<file path="config.mk">
export PLATFORM = sky130hd
export DESIGN_NAME = qr_col_packer_flat
export DESIGN_NICKNAME = d
export VERILOG_FILES = /design/src/rtl/qr_pkg.sv /design/src/rtl/qr_col_packer_if.sv /design/src/rtl/qr_col_fifo.sv /design/src/rtl/qr_col_packer.sv /design/src/flat_wrapper.sv
export SDC_FILE = /design/constraint.sdc
export NUM_CORES = 1
export LEC_CHECK = 0
export CAP_MARGIN = 5
export CORE_UTILIZATION = 60
export DETAILED_ROUTE_END_ITERATION = 10
export GPL_TIMING_DRIVEN = 0
export HOLD_SLACK_MARGIN = 0.15
export PLACE_DENSITY_LB_ADDON = 0.1
export SLEW_MARGIN = 20
export SYNTH_ARGS = -nofsm -noshare
export SYNTH_HDL_FRONTEND = slang
export SYNTH_HIERARCHICAL = 1
export SYNTH_SLANG_ARGS = --single-unit
</file>
<file path="constraint.sdc">
create_clock -name clk -period 3.3 [get_ports clk]
set_input_delay 0.825 -clock clk [delete_from_list [all_inputs] [get_ports clk]]
set_output_delay 0.825 -clock clk [all_outputs]
set_load 0.02 [all_outputs]
</file>
<file path="src/rtl/qr_pkg.sv">
// rtl/qr_pkg.sv - shared QR-CORDIC constants and column assembly state encoding
package qr_pkg;
  localparam int DATA_LENGTH = 13;
  localparam int ELEMS       = 4;
  localparam int NUM_COL     = 8;
  localparam int COL_W       = DATA_LENGTH * ELEMS;

  typedef enum logic {
    ST_LO = 1'b0,
    ST_HI = 1'b1
  } asm_state_e;
endpackage

</file>
<file path="src/rtl/qr_col_packer_if.sv">
// rtl/qr_col_packer_if.sv - upstream word FIFO and downstream column buffer handshakes
interface qr_col_packer_if;
  import qr_pkg::*;

  logic [31:0]    s_data;
  logic           s_last;
  logic           s_empty_n;
  logic           s_read;
  logic [COL_W-1:0] m_data;
  logic           m_first;
  logic           m_last;
  logic           m_empty_n;
  logic           m_read;

  modport slave (
    input  s_data, s_last, s_empty_n, m_read,
    output s_read, m_data, m_first, m_last, m_empty_n
  );

  modport master (
    output s_data, s_last, s_empty_n, m_read,
    input  s_read, m_data, m_first, m_last, m_empty_n
  );
endinterface

</file>
<file path="src/rtl/qr_col_fifo.sv">
// rtl/qr_col_fifo.sv - first-word-fall-through column buffer with occupancy count
module qr_col_fifo #(
  parameter int W     = 54,
  parameter int DEPTH = 2
) (
  input  logic         clk,
  input  logic         rst_n,
  input  logic         push,
  input  logic [W-1:0] push_data,
  input  logic         pop,
  output logic [W-1:0] head,
  output logic         not_empty,
  output logic         full
);
  localparam int AW = $clog2(DEPTH);
  localparam int CW = $clog2(DEPTH + 1);

  logic [W-1:0]  mem_q [DEPTH];
  logic [W-1:0]  mem_d [DEPTH];
  logic [AW-1:0] wr_ptr_q, wr_ptr_d, rd_ptr_q, rd_ptr_d;
  logic [CW-1:0] count_q, count_d;
  logic          do_push, do_pop;

  assign not_empty = (count_q != '0);
  assign full      = (count_q == CW'(DEPTH));
  assign head      = mem_q[rd_ptr_q];

  always_comb begin
    mem_d    = mem_q;
    wr_ptr_d = wr_ptr_q;
    rd_ptr_d = rd_ptr_q;
    count_d  = count_q;
    do_pop   = pop && not_empty;
    do_push  = push && !full;
    if (do_push) begin
      mem_d[wr_ptr_q] = push_data;
      wr_ptr_d        = wr_ptr_q + AW'(1);
    end
    if (do_pop) begin
      rd_ptr_d = rd_ptr_q + AW'(1);
    end
    if (do_push && !do_pop) begin
      count_d = count_q + CW'(1);
    end else if (do_pop && !do_push) begin
      count_d = count_q - CW'(1);
    end
  end

  // Storage is cleared on reset so the head reads zero until the first push.
  always_ff @(posedge clk or negedge rst_n) begin
    if (!rst_n) begin
      for (int i = 0; i < DEPTH; i++) mem_q[i] <= '0;
      wr_ptr_q <= '0;
      rd_ptr_q <= '0;
      count_q  <= '0;
    end else begin
      mem_q    <= mem_d;
      wr_ptr_q <= wr_ptr_d;
      rd_ptr_q <= rd_ptr_d;
      count_q  <= count_d;
    end
  end
endmodule

</file>
<file path="src/rtl/qr_col_packer.sv">
// rtl/qr_col_packer.sv - packs saturated 16-bit element pairs into tagged 52-bit columns
module qr_col_packer
  import qr_pkg::*;
#(
  parameter int DEPTH = 2
) (
  input  logic             clk,
  input  logic             rst_n,
  qr_col_packer_if.slave   bus,
  input  logic             clr,
  output logic             err_early,
  output logic             err_late,
  output logic             sat_seen
);
  localparam int WC_W = $clog2(2 * NUM_COL);
  localparam logic [WC_W-1:0] WMAX = WC_W'(2 * NUM_COL - 1);
  localparam logic signed [15:0] SAT_MAX = 16'((1 << (DATA_LENGTH - 1)) - 1);
  localparam logic signed [15:0] SAT_MIN = -SAT_MAX - 16'sd1;

  function automatic logic [DATA_LENGTH-1:0] sat(input logic signed [15:0] v);
    if (v > SAT_MAX) return SAT_MAX[DATA_LENGTH-1:0];
    if (v < SAT_MIN) return SAT_MIN[DATA_LENGTH-1:0];
    return v[DATA_LENGTH-1:0];
  endfunction

  function automatic logic clipped(input logic signed [15:0] v);
    return (v > SAT_MAX) || (v < SAT_MIN);
  endfunction

  asm_state_e             state_q, state_d;
  logic [WC_W-1:0]        wcnt_q, wcnt_d;
  logic [DATA_LENGTH-1:0] e0_q, e0_d, e1_q, e1_d;
  logic                   err_early_q, err_early_d;
  logic                   err_late_q, err_late_d;
  logic                   sat_seen_q, sat_seen_d;

  logic                   push, fifo_full, fifo_not_empty;
  logic [COL_W+1:0]       push_data, head;
  logic [DATA_LENGTH-1:0] lo_sat, hi_sat;
  logic                   at_end, early;

  assign lo_sat = sat(bus.s_data[15:0]);
  assign hi_sat = sat(bus.s_data[31:16]);
  assign at_end = (wcnt_q == WMAX);
  assign early  = bus.s_last && !at_end;

  // Only the HI word pushes, so LO words never wait on buffer space.
  assign bus.s_read = bus.s_empty_n && (state_q == ST_LO || !fifo_full);

  always_comb begin
    state_d     = state_q;
    wcnt_d      = wcnt_q;
    e0_d        = e0_q;
    e1_d        = e1_q;
    err_early_d = clr ? 1'b0 : err_early_q;
    err_late_d  = clr ? 1'b0 : err_late_q;
    sat_seen_d  = clr ? 1'b0 : sat_seen_q;
    push        = 1'b0;
    push_data   = {1'b0, 1'b0, hi_sat, lo_sat, e1_q, e0_q};
    if (bus.s_read) begin
      if (clipped(bus.s_data[15:0]) || clipped(bus.s_data[31:16])) sat_seen_d = 1'b1;
      if (early) err_early_d = 1'b1;
      if (at_end && !bus.s_last) err_late_d = 1'b1;
      if (state_q == ST_LO) begin
        if (early) begin
          wcnt_d = '0;
        end else begin
          e0_d    = lo_sat;
          e1_d    = hi_sat;
          wcnt_d  = wcnt_q + WC_W'(1);
          state_d = ST_HI;
        end
      end else begin
        push      = 1'b1;
        push_data = {wcnt_q == WC_W'(1), at_end || early, hi_sat, lo_sat, e1_q, e0_q};
        wcnt_d    = (at_end || early) ? '0 : wcnt_q + WC_W'(1);
        state_d   = ST_LO;
      end
    end
  end

  always_ff @(posedge clk or negedge rst_n) begin
    if (!rst_n) begin
      state_q     <= ST_LO;
      wcnt_q      <= '0;
      e0_q        <= '0;
      e1_q        <= '0;
      err_early_q <= 1'b0;
      err_late_q  <= 1'b0;
      sat_seen_q  <= 1'b0;
    end else begin
      state_q     <= state_d;
      wcnt_q      <= wcnt_d;
      e0_q        <= e0_d;
      e1_q        <= e1_d;
      err_early_q <= err_early_d;
      err_late_q  <= err_late_d;
      sat_seen_q  <= sat_seen_d;
    end
  end

  qr_col_fifo #(
    .W     (COL_W + 2),
    .DEPTH (DEPTH)
  ) u_fifo (
    .clk       (clk),
    .rst_n     (rst_n),
    .push      (push),
    .push_data (push_data),
    .pop       (bus.m_read),
    .head      (head),
    .not_empty (fifo_not_empty),
    .full      (fifo_full)
  );

  assign bus.m_first   = head[COL_W+1];
  assign bus.m_last    = head[COL_W];
  assign bus.m_data    = head[COL_W-1:0];
  assign bus.m_empty_n = fifo_not_empty;
  assign err_early     = err_early_q;
  assign err_late      = err_late_q;
  assign sat_seen      = sat_seen_q;
endmodule
</file>
<file path="src/flat_wrapper.sv">
// flat-port wrapper written by rule: the top's interface ports become plain ports
module qr_col_packer_flat import qr_pkg::*;
#(
  parameter int DEPTH = 2
)
  (clk, rst_n, clr, err_early, err_late, sat_seen, bus_s_data, bus_s_last, bus_s_empty_n, bus_m_read, bus_s_read, bus_m_data, bus_m_first, bus_m_last, bus_m_empty_n);
  qr_col_packer_if bus_i ();
  input  logic clk;
  input  logic rst_n;
  input  logic clr;
  output logic err_early;
  output logic err_late;
  output logic sat_seen;
  input wire logic [$bits(bus_i.s_data)-1:0] bus_s_data;
  input wire logic [$bits(bus_i.s_last)-1:0] bus_s_last;
  input wire logic [$bits(bus_i.s_empty_n)-1:0] bus_s_empty_n;
  input wire logic [$bits(bus_i.m_read)-1:0] bus_m_read;
  output wire logic [$bits(bus_i.s_read)-1:0] bus_s_read;
  output wire logic [$bits(bus_i.m_data)-1:0] bus_m_data;
  output wire logic [$bits(bus_i.m_first)-1:0] bus_m_first;
  output wire logic [$bits(bus_i.m_last)-1:0] bus_m_last;
  output wire logic [$bits(bus_i.m_empty_n)-1:0] bus_m_empty_n;
  assign bus_i.s_data = bus_s_data;
  assign bus_i.s_last = bus_s_last;
  assign bus_i.s_empty_n = bus_s_empty_n;
  assign bus_i.m_read = bus_m_read;
  assign bus_s_read = bus_i.s_read;
  assign bus_m_data = bus_i.m_data;
  assign bus_m_first = bus_i.m_first;
  assign bus_m_last = bus_i.m_last;
  assign bus_m_empty_n = bus_i.m_empty_n;
  qr_col_packer #(.DEPTH(DEPTH)) u_core (.clk(clk), .rst_n(rst_n), .bus(bus_i), .clr(clr), .err_early(err_early), .err_late(err_late), .sat_seen(sat_seen));
endmodule
</file>
---- Word level (Yosys, flattened, before mapping) ----
Cells that the tools add are included.
operators by class
  $add $sub $neg .......................... 5
  $lt $le $gt $ge ......................... 7
  equality and inequality tests ........... 3
  multiplexer cells ....................... 40
  bitwise logic cells ..................... 4
  reduce and logical (&&, ||, !) cells .... 21
operators with widths
  cell                  number
  $mux 54               6
  $bwmux 108            1
  $mux 13               8
  $demux 54 s1          1
  $gt 16x13->1 const B  2
  $lt 16x13->1 const B  2
  $mux 1                19
  $mux 4                3
  $logic_and 1x1->1     8
  $logic_not 1->1       5
  $logic_or 1x1->1      5
  $add 4x1->4 const B   1
  $eq 4x1->1 const B    1
  $eq 4x4->1 const B    1
  $ge 2x2->1 const B    2
  $mux 2                2
  $not 1->2             2
  $reduce_bool 2->1     2
  $reduce_and 3->1      1
  $add 1x1->1 const B   2
  $add 2x1->2 const B   1
  $eq 2x2->1 const B    1
  $lt 2x1->1 const B    1
  $not 1->1             2
  $sub 2x1->2 const B   1
storage, ports and cells
  register bits after elaboration ......... 146
  input port bits ......................... 38
  output and inout bits ................... 59
  word-level logic and storage cells ...... 92

---- Logic depth before layout (Yosys ltp) ----
Gate-level depths: netlist of the first run.
  depth in word-level cells ............... 10
  gate-level depth with buffers ........... 10
  gate-level depth less buffers ........... 10

---- Modules after synthesis ----
Netlist of the first run, hierarchy kept.
modules (own cells, without submodules)
  module         instances  cells an instance  area an instance (µm²)  seq. area each (µm²)
  qr_col_fifo    1          306                5134.9                  2802.7
  qr_col_packer  1          198                2112.0                  850.8

---- Worst setup path before layout of the first run ----
Ideal clock, no wire load.
  path type ............................... input -> output
  start point ............................. input bus_s_empty_n
  end point ............................... output bus_s_read
  data arrival time ....................... 1429 ps
  setup slack ............................. 1046 ps
  cell stages on the path ................. 3
  buffers on the path ..................... 1
  path through ............................ a21bo_2 > clkbuf_1 > inv_1
between the ends
  longest elaborated chain between the ends .. 1
RTL lines
  what                line                 source
  start: declaration  flat_wrapper.sv:16   input wire logic [$bits(bus_i.s_empty_n)-1:0] bus_s_empty_n;
  $logic_and 1x1->1   qr_col_packer.sv:48  assign bus.s_read = bus.s_empty_n && (state_q == ST_LO || !fifo_full);
  end: declaration    flat_wrapper.sv:18   output wire logic [$bits(bus_i.s_read)-1:0] bus_s_read;
Every way passes these cells.

---- Worst setup path in the final report of the first run ----
Ends and elaborated chain as after synthesis.

==> results of run 1 <==
==> worst max-delay path: stages <==
cell and delay (ps):
clkdlybuf4s50_1 440, a21bo_2 200, clkbuf_1 320, inv_1 140
dlygate4sd2_1 350
==> stage by stage <==
| step | util, % | power (uW) | setup WS (ps) | area (um^2) |
|---|---|---|---|---|
| detailed placement | 72.24 | 7025 | -31.23 | 8389 |
| finish | 77.07 | 8840 | 205.5 | 8951 |
| CTS | 77.06 | 8894 | 57.37 | 8950 |
| global route | 77.07 | 9272 | 138.9 | 8951 |
| global placement | 71.96 | 6882 | -4149 | 8357 |
| floorplan | - | 5567 | 1046 | 7247 |
==> repair_timing <==
action	4_1_cts	5_1_grt
gates resized for setup	1	1
pin swaps	0	0
endpoints found under the setup margin	50	6
==> how the worst min path moves through the flow <==
stage | startpoint | end | slack (ps)
finish | rst_n | u_core/u_fifo/mem_q[56] | 340
global route | rst_n | u_core/u_fifo/mem_q[1] | 380
CTS | rst_n | u_core/u_fifo/mem_q[56] | 370
detailed placement | u_core/u_fifo/mem_q[25] | u_core/u_fifo/mem_q[25] | 470
global placement | u_core/u_fifo/mem_q[51] | u_core/u_fifo/mem_q[51] | 460
floorplan | u_core/u_fifo/mem_q[19] | u_core/u_fifo/mem_q[19] | 450
==> power by group through the flow <==
stage | sequential, uW | combinational (uW) | clock, uW
after floorplan | 2910 | 2660 | 0
after global placement | 3000 | 3880 | 0
after detailed placement | 3070 | 3960 | 0
after CTS | 3080 | 3970 | 1850
after global routing | 3180 | 4160 | 1930
final | 3080 | 3930 | 1830
==> layout by cell type, fill, tap and decap left out, types with 2 or more instances in the layout <==
| cell | count |
|---|---|
| or4_1 | 2 |
| nand2_1 | 3 |
| mux2_2 | 111 |
| clkbuf_1 | 11 |
| buf_2 | 10 |
| buf_4 | 2 |
| xnor2_1 | 2 |
| a21bo_2 | 2 |
| mux2_1 | 8 |
| or2_2 | 2 |
| nor2_1 | 4 |
| clkbuf_16 | 17 |
| xor2_1 | 3 |
| mux2_4 | 69 |
| inv_1 | 8 |
| buf_6 | 7 |
| clkinvlp_4 | 3 |
| buf_12 | 7 |
| dfrtp_1 | 145 |
| nor3_1 | 24 |
| o21ai_0 | 3 |
| nand4_1 | 2 |
| clkinv_2 | 4 |
| nand3_1 | 3 |
| a21boi_0 | 26 |
| nor4_1 | 25 |
| clkbuf_8 | 4 |
| clkdlybuf4s50_1 | 91 |
| ha_1 | 3 |
==> area by class of cell <==
| class | instances | share of cell area [%] |
|---|---|---|
| Clock buffer | 22 | 5.410 |
| Tap cell | 143 | 1.999 |
| Timing Repair Buffer | 94 | 10.75 |
| Buffer | 37 | 3.704 |
| Sequential cell | 146 | 40.83 |
| Clock inverter | 9 | 0.9086 |
| Inverter | 9 | 0.3774 |
| Multi-Input combinational cell | 311 | 36.02 |
==> registers in the layout (all words and copies together), names as in the netlist <==
signal,flops
u_core/u_fifo/mem_q,108
u_core/err_early,1
u_core/u_fifo/wr_ptr_q,1
u_core/u_fifo/rd_ptr_q,1
u_core/e0_q,13
u_core/sat_seen,1
u_core/u_fifo/count_q,2
u_core/err_late,1
u_core/e1_q,13
u_core/state_q,1
u_core/wcnt_q,4
==> metal layers <==
layer	vias up	global-route usage, %
met5	-	0
met4	0	10.99
met3	26	6.151
met2	145	43.60
met1	2311	35.14
li1	2061	-
==> cells by family after synthesis <==
group | Yosys count
compound gates | 40
xor+xnor | 5
fa+ha+maj | 3
buf+inv | 47
flops | 146
mux | 189
simple gates | 74
==> impl_results.md, run 1 <==
* Drt initial violations at 225
* Largest family of logic cells by synthesized area: multiplexers
* Drt pass-1 iters at 7
* Total Routing Usage GR at 26.94%
* CTS clk-pin slew, worst paths at about 60 ps
* Pwr dens at 987.6 nW/um^2
* First-pass GRT wire length at 25,720 um
* Synth area leaders: dfrtp_1 (50%), mux2_2 (17%), mux2_4 (14%), a21boi_0 (2.7%), nor4_1 (2.2%)
* Yosys top cell area share at 50.41%
* Cells on worst reg2reg path at 9
* Comb pwr share at between 40% and 50%
* Vias in the first global route at 4,890
* Fill count at 754
* Adder-Cell Fraction of Synth Area at 0.5180%
* NetSw at 2864 uW
* CTS buffer count at 17
* Yosys warns at 6
* Syn nets at 545
* Post-Synth Simple-Gate Area at 6.164%
* Cell with the most instances after synthesis: dfrtp_1
* CP max FO at 10
* Sw frac at 32.39%
* Clk_lat worst skew at around 420 ps
* Worst-case headroom to the max-slew limit at 62.38%
* Finished Layout Cells at 771
* Async SR Flop Fraction at 100.0%
* Multiplexer area fraction after synthesis at between 30% and 40%
* HPWL Detailed at ~11,000 um
* CP Capture Point: bus_s_read
* H-tree Lvls at 4
* R2r endpoint: u_core/u_fifo/mem_q[61]
* Period utilization at a little over nine tenths
* Io pins at between 90 and 100
* Detail Route Antenna Nets at 0
* N_diodes at 0
* Commonest cells in the netlist: dfrtp_1 (146), mux2_2 (111), mux2_4 (69)
* Max Freq at between 0.3 and 0.4 GHz
* Final Setup Violations at 0
* R2R Setup Slk at ~1100 ps
* Routability cong. at 0.8194
* Flop pwr share at 34.8%
* CTS root buf: clkbuf_16
* Synth Register Bits at 146
* Buffers on Ports at 93
* Dpl cells at 741
* Drt drc at 8
* Syn Inst Count at 504
* Hold slack at 343.0 ps
* Outcome: complete, but fails checks
* Pleak at just under 0.004 uW
* Distinct cells, synth at 45
* Post-synth EDFFs at 0
* CTS sink count at 146
* CTS tree: yes
* Met3 wire len at 725 um
* RR Startpoint: u_core/u_fifo/count_q[0]
* Die Wd at between 100 and 150 um
* Setup CP Type: input port to output port
* Number of nets in the layout at 657
* Rows at 39
* Share of layout cells above drive strength 1 at 39.81%
* Metal-1 WL at 6900 um
* Maximum number of pins on one net before global-route repair at 79
* Failing checks: design-rule violations
* Crit start category: input port
* Crit end category: output port
* Top routing layer in use: met4
* Setup Buffers After CTS at 0
* Cell Int Power at around 6000 uW
* Multi-input logic area at 3224 um^2
* Critical path arrival at between 2000 and 2500 ps
* Layout Skew at 6.969 ps
* Synth Area in Compound Gates at 4.282%
* Routed wl met2 at ~7600 um
* XOR/XNOR Fraction of Synth Area at less than 1%
* CTS Hold Buffers Added at 0
* Dominant synthesized flop cell: dfrtp_1
* VDD IR max at 0.7148 mV
* Fin crit period at 3094 ps
* Antenna violations before repair at 0
* Clk pwr share at 20.6%
* Die Ht at 111.9 um
* Setup_tns at 0 ps
* CP Launch Point: bus_s_empty_n
* Final number of hold-violating endpoints at 0
* Wire per inst at between 20 and 25 um
* Synthesized area at 7247 um^2
* Area grow syn2layout at 23.52%
* Syn_area_per_cell at 14.38 um^2
* HP Class: input port to async pin
* Worst-Margin Slew at 556.4 ps
* Vias at 4,543
* WP data required at 2470 ps
* Max-cap violations at 0
* Storage element area at 3655 um^2
* Grt ovf at 0
* Longest Clk Path Bufs at 2
* Slew Viols, Final at 0
* Die area at 12,520 um^2
* Vias per cell at just under 6
* Routed WL at 15,590 um
* Core Area at around 12,000 um^2
* RSZ-0062 raised after global routing: no
* Initial Util at 62.40%
* Yosys top cell by area: dfrtp_1
* Post-synthesis sequential area ratio at approximately 50%
Note: power is estimated with default switching activity, not from simulation.
==> inputs of run 2 (changes only) <==
--- a/config.mk
+++ b/config.mk
@@ -6,6 +6,7 @@
 export NUM_CORES = 1
 export LEC_CHECK = 0
 export CAP_MARGIN = 5
+export CORE_ASPECT_RATIO = 0.8
 export CORE_UTILIZATION = 60
 export DETAILED_ROUTE_END_ITERATION = 10
 export GPL_TIMING_DRIVEN = 0
==> run 2 against run 1 <==
Effect of this change: the flow still finishes with violations (design-rule violations); die area about the same; worst setup slack worse by 130 ps; critical path type is now flip-flop to output port; worst hold slack worse by 55 ps; combinational power about the same; first-iteration DRC count up 8.4%; critical path depth down 2; critical endpoint is now bus_m_data[17]; clock power up 7%; design area up 0.46%; highest routed layer unchanged.
==> impl_results.md, run 2 (synthesis results as in run 1) <==
* Outcome: complete, but fails checks (unchanged)
* R2R Setup Slk at 1100 ps (was 1130 ps)
* VDD IR max at 0.6255 mV (was 0.7148 mV)
* Io pins at 97 (unchanged)
* Setup CP Type: flip-flop to output port (was input port to output port)
* Vias at 4,627 (was 4,543)
* RR Startpoint: u_core/u_fifo/count_q[0] (unchanged)
* R2r endpoint: u_core/u_fifo/mem_q[101] (was u_core/u_fifo/mem_q[61])
* Slew Viols, Final at 0 (unchanged)
* Setup_tns at 0 ps (unchanged)
* First-pass GRT wire length at 25,590 um (was 25,720 um)
* Critical path's largest stage delay at 630 ps (was 440 ps)
* Vias per cell at 5.955 (was 5.892)
* Die area at 12,530 um^2 (was 12,520 um^2)
* CP max FO at 10 (unchanged)
* HPWL Detailed at 10,720 um (was 10,770 um)
* Final number of hold-violating endpoints at 0 (unchanged)
* Hold slack at 288.0 ps (was 343.0 ps)
* Drt pass-1 iters at 7 (unchanged)
* WP data required at 2470 ps (about the same)
* N_diodes at 0 (unchanged)
* Leading cell type in the layout, fill and taps excluded: dfrtp_1 (unchanged)
* Critical path's slowest cell: dfrtp_1 (was clkdlybuf4s50_1)
* Die Wd at 124.9 um (was 111.9 um)
* CTS Hold Buffers Added at 0 (unchanged)
* Clk_lat worst skew at 420 ps (about the same)
* Worst-case headroom to the max-slew limit at 63.76% (was 62.38%)
* Drt drc at 8 (unchanged)
* Most Used Layer, Global Route: met2 (unchanged)
* CP Cell Sequence: buf_2 -> mux2_2 -> clkdlybuf4s50_1 (was clkdlybuf4s50_1 -> a21bo_2 -> clkbuf_1 -> inv_1 -> dlygate4sd2_1)
* CTS sink count at 146 (unchanged)
* CP Launch Point: u_core/u_fifo/rd_ptr_q (was bus_s_empty_n)
* Area grow syn2layout at 24.08% (was 23.52%)
* Worst-Margin Slew at 542.4 ps (was 556.4 ps)
* Cells on worst reg2reg path at 9 (unchanged)
* GR Util met2 at 44.64% (was 43.60%)
* Detail Route Antenna Nets at 0 (unchanged)
* Failing checks: design-rule violations (unchanged)
* Max-cap violations at 0 (unchanged)
* Antenna violations before repair at 0 (unchanged)
* Die Ht at 100.3 um (was 111.9 um)
* Critical path arrival at 2400 ps (was 2270 ps)
* Fin crit period at 3220 ps (was 3094 ps)
* GR Layer Usage met3 at 5.704% (was 6.151%)
* Finished Layout Cells at 777 (was 771)
* Met1 usage at 35.70% (was 35.14%)
* Grt ovf at 0 (unchanged)
* Final Instance Area at 8992 um^2 (was 8951 um^2)
* Period utilization at 97.59% (was 93.77%)
* Pwr dens at 998.4 nW/um^2 (was 987.6 nW/um^2)
* HP Class: input port to async pin (unchanged)
* Layout Skew at 9.787 ps (was 6.969 ps)
* Initial Util at 62.21% (was 62.40%)
* Wire per inst at 20.24 um (was 20.21 um)
* Routed WL at 15,720 um (was 15,590 um)
* Max Freq at 0.3105 GHz (was 0.3232 GHz)
* CTS root buf: clkbuf_16 (unchanged)
* Most frequent cells in the layout: dfrtp_1 (146), mux2_2 (111), clkdlybuf4s50_1 (91) (was dfrtp_1 (145), mux2_2 (111), clkdlybuf4s50_1 (91))
* Number of nets in the layout at 657 (unchanged)
* Dpl cells at 746 (was 741)
* Buffers on Ports at 93 (unchanged)
* Cell family with most CP delay: buffers and inverters (unchanged)
* Final Setup Violations at 0 (unchanged)
* Final WS setup at 79.66 ps (was 205.5 ps)
* CTS tree: yes (unchanged)
* DP Worst Slack at -26.51 ps (was -31.23 ps)
* Drt initial violations at 244 (was 225)
* Total Routing Usage GR at 26.82% (was 26.94%)
* Crit start category: flip-flop (was input port)
* Max FFs per register at 108 (unchanged)
* Reg with most FFs: u_core/u_fifo/mem_q (unchanged)
* Maximum number of pins on one net before global-route repair at 105 (was 79)
* CTS clk-pin slew, worst paths at 60 ps (about the same)
* RSZ-0062 raised after global routing: no (unchanged)
* H-tree Lvls at 4 (unchanged)
* Longest Clk Path Bufs at 2 (unchanged)
* Share of layout cells above drive strength 1 at 39.75% (was 39.81%)
* Vias in the first global route at 4,817 (was 4,890)
* Rows at 35 (was 39)
* CP bufs+invs at 2 (was 4)
* Routability cong. at 0.8715 (was 0.8194)
* DP Area at 8396 um^2 (was 8389 um^2)
* Top Registers: u_core/u_fifo/mem_q x108, u_core/e0_q x13, u_core/e1_q x13 (unchanged)
* Crit end category: output port (unchanged)
* Pleak at 0.003962 uW (was 0.003945 uW)
* Fill count at 693 (was 754)
* Core Area at 11,650 um^2 (was 11,610 um^2)
* CTS buffer count at 17 (unchanged)
## run 2: cell count changes in the layout (fill, tap and decap cells not counted), sizes merged
cell    before  now
clkbuf      32   29
bufinv       1    3
inv          9   11
## run 2: worst max-delay path by stage
stage / to / slack (ps) / cells past startpoint
finish: bus_m_data[17] / 80 / 3
global route: bus_m_data[20] / 7 / 3
CTS: bus_m_data[20] / 50 / 3
detailed placement: bus_s_read / -30 / 5
global placement: u_core/u_fifo/mem_q[42] / -4140 / 1
floorplan: bus_s_read / 1050 / 3
## run 2: power breakdown
part	internal, uW	leakage, uW	switching (uW)
sequential	2580	0.00183	517
combinational	2290	0.00185	1640
clock	1210	0.000290	745
## run 2: final cells by class
class / instances / area (um^2) / area share (%)
buffer: 37 / 331.6 / 3.687
clock buffer: 19 / 442.9 / 4.926
clock inverter: 13 / 158.9 / 1.767
inverter: 9 / 33.78 / 0.3757
multi-input combinational: 311 / 3224 / 35.86
sequential: 146 / 3654 / 40.63
tap: 148 / 185.2 / 2.059
timing repair buffer: 94 / 962.2 / 10.70
## run 2: per-stage QoR
step           total power [uW]  util, %
3_3_place_gp               6878    71.79
3_5_place_dp               7029    72.07
5_1_grt                    9403    77.20
4_1_cts                    9033    77.20
2_1_floorplan              5567        -
6_report                   8978    77.20
## run 2: what timing repair did
action | 4_1_cts | 5_1_grt
buffers inserted | 0 | 0
endpoints found under the setup margin | 50 | 0
gates resized for setup | 1 | 0
## run 2: per-layer routing
layer  vias to the layer above  part of all wire (%)
met2                       165                    48
met5                         -                     0
met4                         0                   1.3
met3                        21                   5.0
met1                      2376                    45
li1                       2065                     -
## run 2: worst reg2reg max path, stage by stage (launching register included)
cell and delay [ps]:
dfrtp_1 410, nand2b_4 160, inv_2 50, nand2b_1 140, or2_2 300, inv_1 90
nor3b_2 190, buf_6 230, buf_12 190, mux2_4 320
==> inputs of run 3 (changes only) <==
--- a/config.mk
+++ b/config.mk
@@ -6,14 +6,17 @@
 export NUM_CORES = 1
 export LEC_CHECK = 0
 export CAP_MARGIN = 5
+export CELL_PAD_IN_SITES_DETAIL_PLACEMENT = 1
+export CELL_PAD_IN_SITES_GLOBAL_PLACEMENT = 1
 export CORE_ASPECT_RATIO = 0.8
-export CORE_UTILIZATION = 60
+export CORE_UTILIZATION = 49
 export DETAILED_ROUTE_END_ITERATION = 10
 export GPL_TIMING_DRIVEN = 0
 export HOLD_SLACK_MARGIN = 0.15
-export PLACE_DENSITY_LB_ADDON = 0.1
+export PLACE_DENSITY_LB_ADDON = 0.25
 export SLEW_MARGIN = 20
 export SYNTH_ARGS = -nofsm -noshare
 export SYNTH_HDL_FRONTEND = slang
 export SYNTH_HIERARCHICAL = 1
 export SYNTH_SLANG_ARGS = --single-unit
+export TNS_END_PERCENT = 5
==> run 3 against run 2 <==
Effect of this change: the flow now finishes without violations; wire length rose by 16%; combinational power rose by 1%; clock power rose by 14%; critical path depth rose by 2; maximum frequency rose by 0.43%; critical endpoint is now bus_s_read; highest routed layer unchanged.
==> impl_results.md, run 3 (synthesis results as in run 1) <==
* WP data required at 2470 ps (about the same)
* Critical path arrival at 2380 ps (was 2400 ps)
* Drt drc at 0 (was 8)
* Final Instance Area at 9109 um^2 (was 8992 um^2)
* Critical path's largest stage delay at 440 ps (was 630 ps)
* Die area at 15,280 um^2 (was 12,530 um^2)
* Worst-case headroom to the max-slew limit at 63.61% (was 63.76%)
* Max Freq at 0.3119 GHz (was 0.3105 GHz)
* Final WS setup at 93.34 ps (was 79.66 ps)
* Crit end category: output port (unchanged)
* Pwr dens at 1023 nW/um^2 (was 998.4 nW/um^2)
* CTS tree: yes (unchanged)
* Top Registers: u_core/u_fifo/mem_q x108, u_core/e0_q x13, u_core/e1_q x13 (unchanged)
* Routed WL at 18,240 um (was 15,720 um)
* VDD IR max at 0.6522 mV (was 0.6255 mV)
* Vias at 4,659 (was 4,627)
* First-pass GRT wire length at 29,480 um (was 25,590 um)
* Final number of hold-violating endpoints at 0 (unchanged)
* CTS buffer count at 17 (unchanged)
* Die Wd at 138.0 um (was 124.9 um)
* Maximum number of pins on one net before global-route repair at 98 (was 105)
* DP Worst Slack at -114.3 ps (was -26.51 ps)
* Vias per cell at 5.738 (was 5.955)
* HPWL Detailed at 12,010 um (was 10,720 um)
* Final Setup Violations at 0 (unchanged)
* CP bufs+invs at 4 (was 2)
* Clk_lat worst skew at 420 ps (about the same)
* Total chip power at 9314 uW (was 8978 uW)
* Max FFs per register at 108 (unchanged)
* Worst-Margin Slew at 541.7 ps (was 542.4 ps)
* Area grow syn2layout at 25.69% (was 24.08%)
* Most frequent cells in the layout: dfrtp_1 (145), mux2_2 (111), clkdlybuf4s50_1 (91) (was dfrtp_1 (146), mux2_2 (111), clkdlybuf4s50_1 (91))
* Routability cong. at 0.8842 (was 0.8715)
* Layout Skew at 4.117 ps (was 9.787 ps)
* CP Cell Sequence: clkdlybuf4s50_1 -> a21bo_2 -> clkbuf_1 -> inv_1 -> dlygate4sd2_1 (was buf_2 -> mux2_2 -> clkdlybuf4s50_1)
* CTS root buf: clkbuf_16 (unchanged)
* Slew Viols, Final at 0 (unchanged)
* CP max FO at 10 (unchanged)
* Drt initial violations at 281 (was 244)
* Initial Util at 50.51% (was 62.21%)
* CTS clk-pin slew, worst paths at 60 ps (about the same)
* Wire per inst at 22.46 um (was 20.24 um)
* H-tree Lvls at 4 (unchanged)
* Io pins at 97 (unchanged)
* Vias in the first global route at 5,161 (was 4,817)
* Leading cell type in the layout, fill and taps excluded: dfrtp_1 (unchanged)
* CTS Hold Buffers Added at 0 (unchanged)
* DP Area at 8441 um^2 (was 8396 um^2)
* RSZ-0062 raised after global routing: no (unchanged)
* Fill count at 1,357 (was 693)
* Cell family with most CP delay: buffers and inverters (unchanged)
* Antenna violations before repair at 0 (unchanged)
* Reg with most FFs: u_core/u_fifo/mem_q (unchanged)
* Share of layout cells above drive strength 1 at 39.33% (was 39.75%)
* Longest Clk Path Bufs at 2 (unchanged)
* Setup Buffers After CTS at 0 (unchanged)
* HP Class: input port to async pin (unchanged)
* N_diodes at 0 (unchanged)
* Cts repair resizes at 1 (unchanged)
* Number of nets in the layout at 657 (unchanged)
* Max-cap violations at 0 (unchanged)
* CTS sink count at 146 (unchanged)
* Drt pass-1 iters at 4 (was 7)
* Buffers on Ports at 93 (unchanged)
* Die Ht at 110.8 um (was 100.3 um)
* Pleak at 0.003993 uW (was 0.003962 uW)
* Fin crit period at 3207 ps (was 3220 ps)
* Total Routing Usage GR at 25.99% (was 26.82%)
* Rows at 39 (was 35)
* Core Area at 14,350 um^2 (was 11,650 um^2)
* Outcome: finished clean (was complete, but fails checks)
* Grt ovf at 0 (unchanged)
* Critical path's slowest cell: clkdlybuf4s50_1 (was dfrtp_1)
* Detail Route Antenna Nets at 0 (unchanged)
* Setup CP Type: input port to output port (was flip-flop to output port)
* Period utilization at 97.17% (was 97.59%)
* Crit start category: input port (was flip-flop)
==> run 3: changes by cell type in the layout (fill, tap and decap cells not counted) <==
| cell | change |
|---|---|
| bufinv_16 | +4 |
| clkbuf_1 | +3 |
| clkinv_2 | -3 |
| clkinvlp_4 | -2 |
| inv_6 | -2 |
| clkbuf_8 | -1 |
| dfrtp_1 | -1 |
| dfrtp_2 | +1 |
==> run 3: through the flow <==
stage | utilization (%) | cells | hold slack (ps) | setup TNS, ps
5_1_grt | 63.49 | 812 | 315.0 | 0
3_3_place_gp | 58.61 | 781 | 463.2 | -610680
6_report | 63.49 | 812 | 297.3 | 0
2_1_floorplan | - | 504 | 452.2 | 0
3_5_place_dp | 58.83 | 782 | 470.6 | -114.3
4_1_cts | 63.48 | 812 | 302.7 | 0
==> run 3: report_power, final <==
| part | total (uW) | internal (uW) | leakage [uW] | switching [uW] |
|---|---|---|---|---|
| Sequential | 3120 | 2580 | 0.00183 | 540 |
| Combinational | 3980 | 2290 | 0.00185 | 1690 |
| Clock | 2220 | 1490 | 0.000321 | 728 |
==> run 3: worst register-to-register path, cell delays in order, from the launching register on <==
cell and delay [ps]:
dfrtp_1 410, nand2b_4 170, inv_2 60, nand2b_1 150
or2_2 310, inv_1 110, nor3b_2 190, buf_6 220
buf_12 200, mux2_4 310
==> run 3: worst paths after layout <==
path                                           from                        to  slack, ps  depth (start not counted)
min reg2reg                 u_core/u_fifo/mem_q[51]   u_core/u_fifo/mem_q[51]        490                          1
min in group clk            u_core/u_fifo/mem_q[51]   u_core/u_fifo/mem_q[51]        490                          1
max reg2reg                u_core/u_fifo/count_q[0]   u_core/u_fifo/mem_q[65]       1060                          9
max                                   bus_s_empty_n                bus_s_read         90                          5
max in group asynchronous                     rst_n   u_core/u_fifo/mem_q[41]       2200                          2
min                                           rst_n  u_core/u_fifo/count_q[1]        300                          1
==> run 3: cell type report <==
type	instances	area, um^2	area share [%]
Multi-Input combinational cell	311	3224	35.40
Timing Repair Buffer	94	962.2	10.56
Sequential cell	146	3655	40.12
Buffer	37	331.6	3.640
Clock inverter	10	231.5	2.541
Tap cell	184	230.2	2.527
Inverter	9	33.78	0.3709
Clock buffer	21	440.4	4.835
==> run 3: routing by layer <==
layer  share of wire, %  global-route usage, %  routed length, um  vias up
met2                 49                  41.00               8907      129
met4                1.0                  6.739                189        0
li1                   -                      -                  -     2064
met5                  0                      0                  0        -
met3                4.4                  6.310                803       17
met1                 46                  35.71               8335     2449
